==> config.mk <==
export PLATFORM = sky130hd
export DESIGN_NAME = present_sbox_sched
export DESIGN_NICKNAME = d
export VERILOG_FILES = /design/src/rtl/present_sbox_sched.sv
export SDC_FILE = /design/constraint.sdc
export NUM_CORES = 1
export LEC_CHECK = 0
export CORE_ASPECT_RATIO = 1.1
export CORE_UTILIZATION = 57
export CTS_CLUSTER_SIZE = 20
export DETAILED_ROUTE_END_ITERATION = 16
export PLACE_DENSITY = 0.87
export SLEW_MARGIN = 0
export SYNTH_ARGS = -nofsm -noshare
export SYNTH_HDL_FRONTEND = slang
export SYNTH_SLANG_ARGS = --single-unit
export TNS_END_PERCENT = 5
==> constraint.sdc <==
create_clock -name clk -period 4.6 [get_ports clk]
set_clock_uncertainty 0.05 [all_clocks]
set_input_delay 0.92 -clock clk [delete_from_list [all_inputs] [get_ports clk]]
set_output_delay 0.92 -clock clk [all_outputs]
set_load 0.01 [all_outputs]
==> src/rtl/present_sbox_sched.sv <==
// Time-shares one external PRESENT S-box between a full-state sBoxLayer pass
// (one nibble per cycle) and single-nibble key-schedule substitutions.
module present_sbox_sched #(
   parameter int NIBBLES = 16,
   parameter int IDXW    = 4
) (
   input  logic                 clk,
   input  logic                 rst_n,
   input  logic                 st_valid,
   output logic                 st_ready,
   input  logic [4*NIBBLES-1:0] st_in,
   output logic [4*NIBBLES-1:0] st_out,
   output logic                 st_done,
   input  logic                 key_valid,
   output logic                 key_ready,
   input  logic [3:0]           key_nib_in,
   output logic [3:0]           key_nib_out,
   output logic                 key_done,
   output logic [3:0]           sbox_x,
   input  logic [3:0]           sbox_r
);

   typedef enum logic [0:0] {
      IDLE = 1'b0,
      RUN  = 1'b1
   } state_t;

   state_t                 state_r, state_s;
   logic [IDXW-1:0]        idx_r, idx_s;
   logic [4*NIBBLES-1:0]   buf_r, buf_s;
   logic                   cooldown_r, cooldown_s;
   logic [4*NIBBLES-1:0]   st_out_r, st_out_s;
   logic                   st_done_r, st_done_s;
   logic [3:0]             key_nib_out_r, key_nib_out_s;
   logic                   key_done_r, key_done_s;

   logic                   key_ready_s;
   logic                   key_gnt_s;
   logic                   last_s;
   logic [3:0]             cur_nib_s;
   logic [4*NIBBLES-1:0]   stepped_s;
   logic [3:0]             sbox_x_s;

   // Replace nibble i of a state word with n.
   function automatic logic [4*NIBBLES-1:0] put_nib(
      input logic [4*NIBBLES-1:0] w,
      input logic [IDXW-1:0]      i,
      input logic [3:0]           n
   );
      logic [4*NIBBLES-1:0] o;
      o = w;
      o[{i, 2'b00} +: 4] = n;
      return o;
   endfunction

   // The key side is held off for one cycle after each grant taken during a
   // layer pass, which guarantees the layer forward progress.
   assign key_ready_s = ~cooldown_r;
   assign key_gnt_s   = key_valid & key_ready_s;
   assign last_s      = (idx_r == IDXW'(NIBBLES - 1));
   assign cur_nib_s   = buf_r[{idx_r, 2'b00} +: 4];
   assign stepped_s   = put_nib(buf_r, idx_r, sbox_r);

   // S-box input mux: key grant wins, then the layer nibble, else zero.
   always_comb begin
      sbox_x_s = 4'h0;
      if (key_gnt_s) begin
         sbox_x_s = key_nib_in;
      end else if (state_r == RUN) begin
         sbox_x_s = cur_nib_s;
      end else begin
         sbox_x_s = 4'h0;
      end
   end

   // Next-state logic for the layer FSM, key service and result registers.
   always_comb begin
      state_s       = state_r;
      idx_s         = idx_r;
      buf_s         = buf_r;
      cooldown_s    = 1'b0;
      st_out_s      = st_out_r;
      st_done_s     = 1'b0;
      key_nib_out_s = key_nib_out_r;
      key_done_s    = 1'b0;

      if (key_gnt_s) begin
         key_nib_out_s = sbox_r;
         key_done_s    = 1'b1;
      end else begin
         key_done_s    = 1'b0;
      end

      case (state_r)
         IDLE: begin
            if (st_valid) begin
               buf_s   = st_in;
               idx_s   = '0;
               state_s = RUN;
            end else begin
               state_s = IDLE;
            end
         end
         RUN: begin
            if (key_gnt_s) begin
               cooldown_s = 1'b1;
            end else begin
               buf_s = stepped_s;
               if (last_s) begin
                  st_out_s  = stepped_s;
                  st_done_s = 1'b1;
                  idx_s     = '0;
                  state_s   = IDLE;
               end else begin
                  idx_s = idx_r + IDXW'(1);
               end
            end
         end
         default: begin
            state_s = IDLE;
            idx_s   = '0;
         end
      endcase
   end

   // State and output registers.
   always_ff @(posedge clk or negedge rst_n) begin
      if (!rst_n) begin
         state_r       <= IDLE;
         idx_r         <= '0;
         buf_r         <= '0;
         cooldown_r    <= 1'b0;
         st_out_r      <= '0;
         st_done_r     <= 1'b0;
         key_nib_out_r <= 4'h0;
         key_done_r    <= 1'b0;
      end else begin
         state_r       <= state_s;
         idx_r         <= idx_s;
         buf_r         <= buf_s;
         cooldown_r    <= cooldown_s;
         st_out_r      <= st_out_s;
         st_done_r     <= st_done_s;
         key_nib_out_r <= key_nib_out_s;
         key_done_r    <= key_done_s;
      end
   end

   assign st_ready    = (state_r == IDLE);
   assign key_ready   = key_ready_s;
   assign st_out      = st_out_r;
   assign st_done     = st_done_r;
   assign key_nib_out = key_nib_out_r;
   assign key_done    = key_done_r;
   assign sbox_x      = sbox_x_s;

endmodule

==> metrics.txt <==
drt first pass iters=6; WL/cell=between 20 and 25 um; crit-path most repeated cell=clkdlybuf4s50_1; starting density of the core=0.585; max cap viols=0; Crit path max-delay family=simple AND/OR/NAND/NOR gates; TritonCTS clock tree=done; worst min path class=reg2reg; first-pass GRT wire length=42,300 um; DRC=0; Die W=113 um; post_cts resized=0; Slowest-stage cell, CP=clkdlybuf4s50_1; Max IR drop VDD=0.334 mV; Setup Viol. Count Final=0; Period minus WS final=4.11 ns; setup TNS=0 ns; synthesized cell area=around 0.0078 mm2; CORE AREA=0.0133 mm2; antenna fix cells=0; Primary FF master, synth=dfrtp_1; final core occ=0.757; largest net degree at the start of global routing=106; P_leak=4.06 nW; sequential element share of the synthesized area=0.451; IO buf count=151; Stages on worst setup path=6; Worst-path clk slew=0.06 ns; total power after layout=7.18 mW; #FFs+latches synth=140; Syn Inst Count=822; vias per cell=7.01; final-report max-slew violation count=0; status=finished clean; FF-to-FF path depth=7; H-tree levels=4; Pwr Density=715 mW/mm2; antenna viol nets, final=0; row count=44; crit path kind=in2out; Avg Cell Area, Syn=between 9 and 10 um2; GRT overflow=0; Synth top cells by count=dfrtp_1, nand2_1, clkbuf_1, o22ai_1, nor3_1; FFs w/ async S/R, synth=1.00; number of global-route vias before repair=7,564; Max FO, Critical Path=14; CTS Buf Count=17; routed wire length=27,400 um; Clock Sinks=140; synth top area cells=dfrtp_1, nand2_1, mux4_2; Worst Hold Path Cells=2; Placement Cell Area=0.00937 mm2; CP max stage delay=0.56 ns; post-synth cell types=54; worst skew pair latency=around 0.43 ns; Area Overhead vs Synth=29.3%; # IOs=152; antenna violations before repair=0; Die Area=0.0141 mm2; Buf/Inv on CP=2; design area=0.0100 mm2; CP Capture Type=output port; largest area contributor in the netlist=dfrtp_1; Syn. warnings=0; CTS Hold Buffers Added=0; number of flops mapped to enable cells by yosys=0; Yosys top cell area share=0.451; Post CTS Setup Buffer Count=0; crit share post-route=0.893; Worst EP arrival=3.14 ns; Clock Path Buffers=2; CP Launch Type=input port; Clock Tree Root=clkbuf_16; DP Wirelength=around 19,000 um; cell chain of the critical path=clkdlybuf4s50_1 > nand2b_1 > nand2_1 > nor3_1 > a211o_1 > clkdlybuf4s50_1; Net Count, Synth=903; Vias=7,949; Total GRT Usage=0.398; Final Net Count=approximately 1,000; Slew headroom=0.233; final hold violation count=0; Worst EP required=3.63 ns; Starting DRT DRC Count=1,059; layout cells sized above 1=0.0853; max frequency=~240 MHz; Final Wtd Congestion=around 0.96; RSZ-0062 raised after global routing=false; Die Y=124 um; worst slew pin tran=around 1.1 ns; top-count cell post-synth=dfrtp_1
## final timing paths
kind                                             start                      to  slack, ns
worst max-delay path                         key_valid               sbox_x[1]       0.49
worst min-delay path            st_out[23]$_DFFE_PN0P_  st_out[23]$_DFFE_PN0P_       0.42
worst max register to register    idx_r[0]$_DFFE_PN0P_  st_out[16]$_DFFE_PN0P_       1.12
worst min register to register  st_out[23]$_DFFE_PN0P_  st_out[23]$_DFFE_PN0P_       0.42
max in group asynchronous                        rst_n      key_done$_DFF_PN0_       3.01
min in group asynchronous                        rst_n  st_out[40]$_DFFE_PN0P_       0.57
## cell usage in the layout (no fill, tap or decap), types with 3 or more instances in the layout
cell and instances:
nand4_1 3, ha_1 5, a221o_1 20, a2111oi_0 4, o22ai_1 53, a211o_1 9
and4b_1 4, a311oi_1 20, inv_1 15, or3_1 6, o2111a_1 4, clkbuf_8 4
o2111ai_1 5, nor4_1 21, or2_2 3, nand3b_1 10, clkdlybuf4s50_1 150, a31oi_1 21
mux2i_1 20, nor2_1 29, o211ai_1 17, a21oi_1 23, o21ai_0 20, and2_1 5
o21ai_1 10, dfrtp_1 140, a22oi_1 8, mux4_2 16, buf_4 18, inv_2 3
o311ai_0 4, a211oi_1 20, nand2b_1 3, nand2_1 123, clkbuf_16 17, a21o_1 6
nand3_1 27, bufinv_16 5, o311a_1 4, nor3_1 43
## per-layer routing
layer  global-route usage  part of all wire
met1                0.523              0.37
met2                0.606              0.46
met3               0.0886              0.11
met4                0.230             0.056
met5                    0                 0
## flip-flops by register name (all words and copies together), names as in the netlist
name / flops
state_r: 1
st_out: 64
buf_r: 64
st_done: 1
key_done: 1
idx_r: 4
key_nib_out: 4
cooldown_r: 1
## tightest hold or removal path: stages, from the launching register on
cell and delay, ns:
dfrtp_1 0.34, nand2_1 0.05, nand2_1 0.05
## where the power goes
group,switching [mW],internal [mW],total [mW],leakage [nW]
combinational,1.85,1.50,3.35,1.91
sequential,0.553,1.71,2.27,1.83
clock,0.539,1.02,1.56,0.320
total,2.94,4.24,7.18,4.06
## layout make-up
type / instances / area (um2)
fillers: 923 / 3220
clock buffers: 23 / 488
clock inverters: 9 / 183
repair buffers: 170 / 1670
multi-input cells: 588 / 3900
inverters: 20 / 75.1
flip-flops and latches: 140 / 3500
well taps: 184 / 230
## metrics by stage
stage,setup WS (ns),hold WS [ns],instances
2_1_floorplan,1.53,0.406,822
3_3_place_gp,0.621,0.405,1102
3_5_place_dp,0.605,0.410,1102
4_1_cts,0.588,0.424,1134
5_1_grt,0.379,0.436,1134
6_report,0.493,0.420,1134
## logic make-up (layout without fill, tap and decap cells)
family                     after synthesis  after routing  synth area share
DFF                                    140            140             0.451
adders and majority gates                5              5           0.00806
and+or+nand+nor                        291            291             0.182
muxes                                   36             36            0.0722
AOI/OAI and AO/OA                      256            256             0.238
buffers and inverters                   94            222            0.0483
No activity file was read; power rests on OpenSTA's default activity.
